`config.mk`:
```
export PLATFORM = sky130hd
export DESIGN_NAME = mc_control_fsm
export DESIGN_NICKNAME = d
export VERILOG_FILES = /design/src/rtl/mc_control_fsm.sv
export SDC_FILE = /design/constraint.sdc
export NUM_CORES = 1
export LEC_CHECK = 0
export CAP_MARGIN = 10
export CORE_ASPECT_RATIO = 0.7
export CORE_UTILIZATION = 25
export DETAILED_ROUTE_END_ITERATION = 10
export PLACE_DENSITY = 0.61
export SLEW_MARGIN = 20
export SYNTH_ARGS = -nofsm -noshare
export SYNTH_HDL_FRONTEND = slang
export SYNTH_SLANG_ARGS = --single-unit
```
`constraint.sdc`:
```
create_clock -name clk -period 2.22 [get_ports clk]
set_clock_uncertainty 0.2 [all_clocks]
set_input_delay 0.222 -clock clk [delete_from_list [all_inputs] [get_ports clk]]
set_output_delay 0.222 -clock clk [all_outputs]
set_load 0.05 [all_outputs]
```
`src/rtl/mc_control_fsm.sv`:
```
`default_nettype none
// ============================================================================
//  Module   : mc_control_fsm
//  Purpose  : Multicycle ARM main-control FSM with memory-ready stalls,
//             retired-instruction counter and undefined-opcode trap.
//  Revision : 1.0  initial release
// ============================================================================
module mc_control_fsm #(
    parameter int CNT_W = 32
) (
    input  logic             clk,
    input  logic             reset,
    input  logic [1:0]       Op,
    input  logic [5:0]       Funct,
    input  logic             CondEx,
    input  logic             NoWrite,
    input  logic             mem_ready,
    output logic             IRWrite,
    output logic             NextPC,
    output logic             AdrSrc,
    output logic             ALUSrcA,
    output logic [1:0]       ALUSrcB,
    output logic [1:0]       ResultSrc,
    output logic             ALUOp,
    output logic             RegW,
    output logic             MemW,
    output logic             Branch,
    output logic             undef,
    output logic [3:0]       state,
    output logic [CNT_W-1:0] instr_count
);

    typedef enum logic [3:0] {
        S_FETCH    = 4'd0,
        S_DECODE   = 4'd1,
        S_MEMADR   = 4'd2,
        S_MEMREAD  = 4'd3,
        S_MEMWB    = 4'd4,
        S_MEMWRITE = 4'd5,
        S_EXECR    = 4'd6,
        S_EXECI    = 4'd7,
        S_ALUWB    = 4'd8,
        S_BRANCH   = 4'd9,
        S_UNDEF    = 4'd10
    } state_t;

    localparam logic [CNT_W-1:0] c_one = {{(CNT_W-1){1'b0}}, 1'b1};

    state_t           r_state;
    state_t           w_next;
    logic [CNT_W-1:0] r_count;
    logic             w_retire;
    logic             w_irwrite, w_nextpc, w_regw, w_memw, w_branch;

    always_comb begin
        w_next = r_state;
        case (r_state)
            S_FETCH:    if (mem_ready) w_next = S_DECODE;
            S_DECODE: begin
                if (!CondEx)          w_next = S_FETCH;
                else begin
                    case (Op)
                        2'b00:   w_next = Funct[5] ? S_EXECI : S_EXECR;
                        2'b01:   w_next = S_MEMADR;
                        2'b10:   w_next = S_BRANCH;
                        default: w_next = S_UNDEF;
                    endcase
                end
            end
            S_MEMADR:   w_next = Funct[0] ? S_MEMREAD : S_MEMWRITE;
            S_MEMREAD:  if (mem_ready) w_next = S_MEMWB;
            S_MEMWRITE: if (mem_ready) w_next = S_FETCH;
            S_MEMWB:    w_next = S_FETCH;
            S_ALUWB:    w_next = S_FETCH;
            S_BRANCH:   w_next = S_FETCH;
            S_EXECR:    w_next = S_ALUWB;
            S_EXECI:    w_next = S_ALUWB;
            S_UNDEF:    w_next = S_UNDEF;
            default:    w_next = S_UNDEF;
        endcase
    end

    // An instruction retires on any return to FETCH from a working state.
    assign w_retire = (w_next == S_FETCH) && (r_state != S_FETCH) && (r_state != S_UNDEF);

    always_ff @(posedge clk) begin
        if (reset) begin
            r_state <= S_FETCH;
            r_count <= '0;
        end else begin
            r_state <= w_next;
            if (w_retire) r_count <= r_count + c_one;
        end
    end

    always_comb begin
        w_irwrite = 1'b0;
        w_nextpc  = 1'b0;
        w_regw    = 1'b0;
        w_memw    = 1'b0;
        w_branch  = 1'b0;
        AdrSrc    = 1'b0;
        ALUSrcA   = 1'b0;
        ALUSrcB   = 2'b00;
        ResultSrc = 2'b00;
        ALUOp     = 1'b0;
        undef     = 1'b0;
        case (r_state)
            S_FETCH: begin
                ALUSrcA   = 1'b1;
                ALUSrcB   = 2'b10;
                ResultSrc = 2'b10;
                w_irwrite = mem_ready;
                w_nextpc  = mem_ready;
            end
            S_DECODE: begin
                ALUSrcA   = 1'b1;
                ALUSrcB   = 2'b10;
                ResultSrc = 2'b10;
            end
            S_MEMADR:   ALUSrcB = 2'b01;
            S_MEMREAD:  AdrSrc  = 1'b1;
            S_MEMWB: begin
                ResultSrc = 2'b01;
                w_regw    = 1'b1;
            end
            S_MEMWRITE: begin
                AdrSrc = 1'b1;
                w_memw = 1'b1;
            end
            S_EXECR:    ALUOp = 1'b1;
            S_EXECI: begin
                ALUSrcB = 2'b01;
                ALUOp   = 1'b1;
            end
            S_ALUWB:    w_regw = !NoWrite;
            S_BRANCH: begin
                ALUSrcB   = 2'b01;
                ResultSrc = 2'b10;
                w_branch  = 1'b1;
            end
            S_UNDEF:    undef = 1'b1;
            default:    undef = 1'b0;
        endcase
    end

    // Architectural side effects are suppressed combinationally during reset.
    assign IRWrite     = w_irwrite & ~reset;
    assign NextPC      = w_nextpc  & ~reset;
    assign RegW        = w_regw    & ~reset;
    assign MemW        = w_memw    & ~reset;
    assign Branch      = w_branch  & ~reset;
    assign state       = r_state;
    assign instr_count = r_count;

endmodule
`default_nettype wire
```
==> results of run 1 <==
## cell type report
cell class                      instances  area [um2]
Clock buffer                            7         154
Clock inverter                          1        5.00
Fill cell                             761        4440
Inverter                                7        26.3
Multi-Input combinational cell        195        1400
Sequential cell                        36         766
Tap cell                              101         126
Timing Repair Buffer                  108        1030
## kinds of logic after synthesis
| logic type | share of synthesized area (%) |
|---|---|
| multiplexers | 1.57 |
| XOR/XNOR | 0.424 |
| flip-flops | 34.9 |
| AO/OA/AOI/OAI | 23.3 |
| buffers and inverters | 5.63 |
| AND/OR/NAND/NOR | 33.0 |
| adder cells (fa/ha/maj) | 1.15 |
## flip-flops by register name, indices dropped and copies added (netlist names)
| register | flops |
|---|---|
| state | 4 |
| instr_count | 32 |
## layout by cell type (no fill, tap or decap), drive strengths merged, types with 2 or more instances in the layout
| cell | count |
|---|---|
| buf | 64 |
| clkdlybuf4s50 | 42 |
| dfxtp | 36 |
| a21oi | 32 |
| or4 | 21 |
| o31ai | 20 |
| nand4 | 17 |
| nand2 | 15 |
| nor2 | 12 |
| o21ai | 12 |
| nand3 | 10 |
| or3 | 9 |
| nor3 | 8 |
| inv | 7 |
| clkbuf | 7 |
| nand2b | 5 |
| nor4 | 4 |
| or4b | 3 |
| o41ai | 2 |
| and3 | 2 |
| mux2 | 2 |
| dlymetal6s2s | 2 |
## routing by layer
| metal | track usage (%) | up-vias | routed length (um) | part of all wire [%] |
|---|---|---|---|---|
| met5 | 0 | - | 0 | 0 |
| li1 | - | 1204 | - | - |
| met3 | 3.86 | 10 | 368 | 5.5 |
| met1 | 21.3 | 1141 | 3250 | 49 |
| met2 | 22.3 | 74 | 2990 | 45 |
| met4 | 4.00 | 0 | 73 | 1.1 |
## per-stage QoR
step	setup TNS [ps]	util, %	area, um2	cells
3_3_place_gp	-6040	39.4	3130	435
4_1_cts	0	41.5	3290	443
2_1_floorplan	-807	-	2210	255
6_report	0	44.1	3500	455
3_5_place_dp	-7410	39.4	3130	435
5_1_grt	-723	44.1	3500	455
## report_power, final
group	total [uW]	switching [uW]	internal, uW
logic	314	189	126
registers	657	11.3	645
clock network	761	278	483
total	1730	478	1250
## timing repair
| item | CTS | global route |
|---|---|---|
| buffers inserted | 0 | 12 |
| endpoints found under the hold margin | 0 | 0 |
| pin swaps | 1 | 17 |
| resized for setup | 1 | 28 |
| endpoints found under the setup margin | 4 | 32 |
## worst max-delay path, stage by stage, from the launching register on
cell and delay (ps):
dfxtp_4 360, buf_6 140, nand2b_1 140, a211o_1 160, nand4_1 120, buf_6 150, buf_4 150, nor4_4 270
mux2_2 360
## final timing paths
kind,end,slack [ps],from
worst max-delay path,instr_count[22],50,state[0]
worst min-delay path,state[3],170,Op[1]
worst max register to register,instr_count[22],50,state[0]
worst min register to register,instr_count[11],290,instr_count[11]
==> results.md, run 1 <==
- Critical-path maximum fanout: 8
- CTS tree: built
- Post-synth top cells: dfxtp_1 (36), a21oi_1 (31), or4_1 (21), o31ai_1 (20), nand4_1 (17)
- Synth cell types: 48
- GRT overflow: 0
- Fmax: roughly 460 MHz
- Ys flop type: dfxtp_1
- Crit start category: register
- Total Routed Length: 6680 um
- Worst min path class: in -> reg
- WP data required: 2190 ps
- Most common cell in the netlist: dfxtp_1
- Clock Sinks: 36
- Drt pass-1 iters: 4
- CP endpoint kind: register
- Max transition margin: 65.7%
- CTS Hold Bufs: 0
- All-Layer GR Usage: roughly 15%
- Clock transition at path regs: roughly 50 ps
- H-tree depth: 2
- Final Cycle Share: 97.5%
- Post-synth top area cell: dfxtp_1
- Avg WL per Cell: around 15 um
- Count of pins over their slew limit: 0
- Cell row count: 27
- Reg2Reg Depth: 8
- PnR worst setup slack: 54.8 ps
- Post-layout net count: about 370
- Critical path arrival: 2130 ps
- Top-area cell type share of the netlist area: between 30% and 40%
- Seq/Total Area, Yosys: 34.9%
- Crit Path Category: reg -> reg
- Layout cells sized above 1: 35.3%
- Worst hold path cell count: 3
- Total core area: 0.00794 mm2
- Synth Area per Inst: 8.10 um2
- Synthesized instance count: 255
- PortBufs: 57
- Static Leak: 0.00118 uW
- RSZ-0062 raised after global routing: true
- CTS Buf Count: 5
- Synthesized area: approximately 0.0021 mm2
- Max VDD drop: between 200 and 250 uV
- Vias per inst: roughly 5.3
- Post-detail-place hpwl: 4580 um
- DRC: 0
- WHS: roughly 170 ps
- Post-synth EDFFs: 0
- Die Ht: approximately 78 um
- Area Overhead vs Synth: 69.5%
- Power Dens Cells: 495 mW/mm2
- Die Area: between 0.008 and 0.009 mm2
- DRT iter0 DRCs: 111
- Final setup vio count: 0
- Die width: about 110 um
- Min Clock Period, post-route: approximately 2200 ps
- Top cells by area, synth: dfxtp_1 (35%), or4_1 (7.6%), a21oi_1 (7.5%)
- Detailed-route via count: about 2400
- Largest net degree at the start of global routing: 39
- Clock Path Buffers: 2
- Root buffer cell: clkbuf_16
- Post-Syn Nets: roughly 270
- Worst slack, placed: -262 ps
- Max Cap Viol: 0
- First-pass GRT wire length: roughly 11000 um
- # diodes: 0
- Vias in the first global route: between 2000 and 2500
- Initial antenna violation count: 0
- Gpl congestion: ~0.77
- Routed Antenna Nets: 0
- Clock Latency Late Sink: between 200 and 300 ps
- Async set-reset flop share out of synthesis: 0%
- Outcome: completed
- Overall power: between 1500 and 2000 uW
- Synth warnings: 0
- Yosys reg bits: 36
- I/O pins: between 60 and 70
- Final hold vios: 0
- Starting Density: 26.0%
- Tightest Pin Transition: around 510 ps
Note: power is estimated with default switching activity, not from simulation.
==> run 2: changes to the inputs <==
MAX_ROUTING_LAYER = met4   (was unset)
==> run 2 against run 1 <==
Net effect:
- worst setup slack worse by 8.1 ps
- non-clock buffer count unchanged
- largest cell class unchanged
- register-to-register slack about the same
- critical path type unchanged
- largest power group unchanged
- highest routed layer unchanged
- via count up 1.3%
- design area unchanged
- clock power about the same
- cell count unchanged
==> results.md, run 2 (same netlist as run 1, synthesis figures left out) <==
- RSZ-0062 raised after global routing: true
- CTS tree: built
- WL met3: 344 um (-6.5%)
- All-Layer GR Usage: 15.5% (+0.46 points)
- Multi-input logic area: 0.00140 mm2 (unchanged)
- I/O pins: 62 (unchanged)
- Overall power: 1730 uW (-0.12%)
- Max VDD drop: 247 uV (about the same)
- Fillers: 761 (unchanged)
- Area Overhead vs Synth: 69.5% (unchanged)
- Worst Setup SP: instr_count[12]
- Final setup vio count: 0 (unchanged)
- Static Leak: 0.00118 uW (unchanged)
- Worst path max stage delay: 460 ps (+100 ps)
- Hold_sp: Op[1]
- Worst path most repeated cell: nand4_1
- Drt pass-1 iters: 4 (unchanged)
- Max Cap Viol: 0 (unchanged)
- Outcome: completed
- Clock Latency Late Sink: 280 ps (about the same)
- Post-detail-place hpwl: 4580 um (unchanged)
- Layout cells sized above 1: 35.3% (unchanged)
- # diodes: 0 (unchanged)
- CTS Hold Bufs: 0 (unchanged)
- DR top layer: met4
- Die Ht: 78.1 um (unchanged)
- Clock Sinks: 36 (unchanged)
- Metal-1 WL: 3270 um (+0.49%)
- Vias per inst: 5.41 (+1.3%)
- Max transition margin: 65.7% (about the same)
- Critical-path maximum fanout: 7 (-1)
- DRT iter0 DRCs: 117 (+5.4%)
- Die width: 111 um (unchanged)
- Power Dens Cells: 494 mW/mm2 (-0.12%)
- Starting Density: 26.0% (unchanged)
- Initial antenna violation count: 0 (unchanged)
- Most frequent cells in the layout: buf_4 (54), clkdlybuf4s50_1 (42), a21oi_1 (25)
- Final hold vios: 0 (unchanged)
- Worst reg2reg startpoint: instr_count[12]
- Routed met2 length: 3010 um (+0.74%)
- GRT overflow: 0 (unchanged)
- H-tree depth: 2 (unchanged)
- Final Cycle Share: 97.9% (+0.36 points)
- Commonest non-fill, non-tap cell in the layout: buf_4
- Vias in the first global route: 2132 (-0.19%)
- Worst min path class: in -> reg
- Cell row count: 27 (unchanged)
- Avg WL per Cell: 14.7 um (+0.22%)
- DRC: 0 (unchanged)
- Critical path arrival: 2190 ps (+60 ps)
- Gpl congestion: 0.782 (+1.4%)
- Min Clock Period, post-route: 2170 ps (+8.08 ps)
- Post-layout net count: 367 (unchanged)
- First-pass GRT wire length: 10600 um (+0.12%)
- Crit Path Category: reg -> reg
- Critical-path cell list: nand4_1, nor4_4, buf_4, nand4_1, or4_4, a21oi_2
- Total Routed Length: 6700 um (+0.22%)
- Final TNS setup: 0 ps (unchanged)
- Clock Path Buffers: 2 (unchanged)
- Slowest CP cell: nor4_4
- Count of pins over their slew limit: 0 (unchanged)
- Die Area: 0.00864 mm2 (unchanged)
- Largest net degree at the start of global routing: 39 (unchanged)
- Total core area: 0.00794 mm2 (unchanged)
- WP data required: 2240 ps (+50 ps)
- CP endpoint kind: register
- Root buffer cell: clkbuf_16
- Crit start category: register
- Detailed-route via count: 2460 (+1.3%)
- PortBufs: 57 (unchanged)
- Fmax: 460 MHz (-0.37%)
- CTS Buf Count: 5 (unchanged)
- Sequential cell area: 766 um2 (unchanged)
- Number of flip-flops in the largest register: 32 (unchanged)
- Tightest Pin Transition: 513 ps (+0.00131 ps)
- Routed Antenna Nets: 0 (unchanged)
- Clock transition at path regs: 60 ps (about the same)
[run 2: path summary, 6_finish.rpt]
| path | end | slack [ps] | cells past startpoint |
|---|---|---|---|
| max | instr_count[30] | 50 | 6 |
| min | state[3] | 160 | 3 |
| max reg2reg | instr_count[30] | 50 | 6 |
| min reg2reg | instr_count[11] | 290 | 2 |
[run 2: report_power, final]
part | total, uW | switching, uW | internal [uW]
Clock | 759 | 276 | 483
Sequential | 657 | 11.4 | 645
Combinational | 315 | 189 | 126
Total | 1730 | 476 | 1250
[run 2: per-stage QoR]
step,util [%],hold WS [ps],area [um2],std cells,setup WS [ps]
finish,44.1,157,3500,455,46.7
global route,44.1,199,3500,455,-78.8
CTS,41.5,288,3290,443,5.56
detailed placement,39.4,278,3130,435,-262
global placement,39.4,271,3130,435,-219
floorplan,-,193,2210,255,-141
[run 2: timing repair]
item	4_1_cts	5_1_grt
buffers inserted	0	12
resized for setup	1	28
pin swaps	1	17
endpoints found under the setup margin	4	32
[run 2: area by class of cell]
cell class | instances | share of cell area, %
clock buffers | 7 | 4.39
clock inverters | 1 | 0.143
flip-flops and latches | 36 | 21.9
multi-input cells | 195 | 39.9
inverters | 7 | 0.750
repair buffers | 108 | 29.4
well taps | 101 | 3.61
[run 2: per-layer routing]
metal / up-vias / GRT usage [%]
li1: 1198 / -
met1: 1175 / 21.5
met2: 77 / 22.3
met3: 10 / 3.78
met4: 0 / 4.00
met5: - / -
[run 2: critical path: cells and delay by family (launching register included)]
| family | cells | cell delay, ps |
|---|---|---|
| simple gates | 4 | 1190 |
| compound gates | 1 | 130 |
| buf+inv | 1 | 210 |
| flops | 1 | 380 |
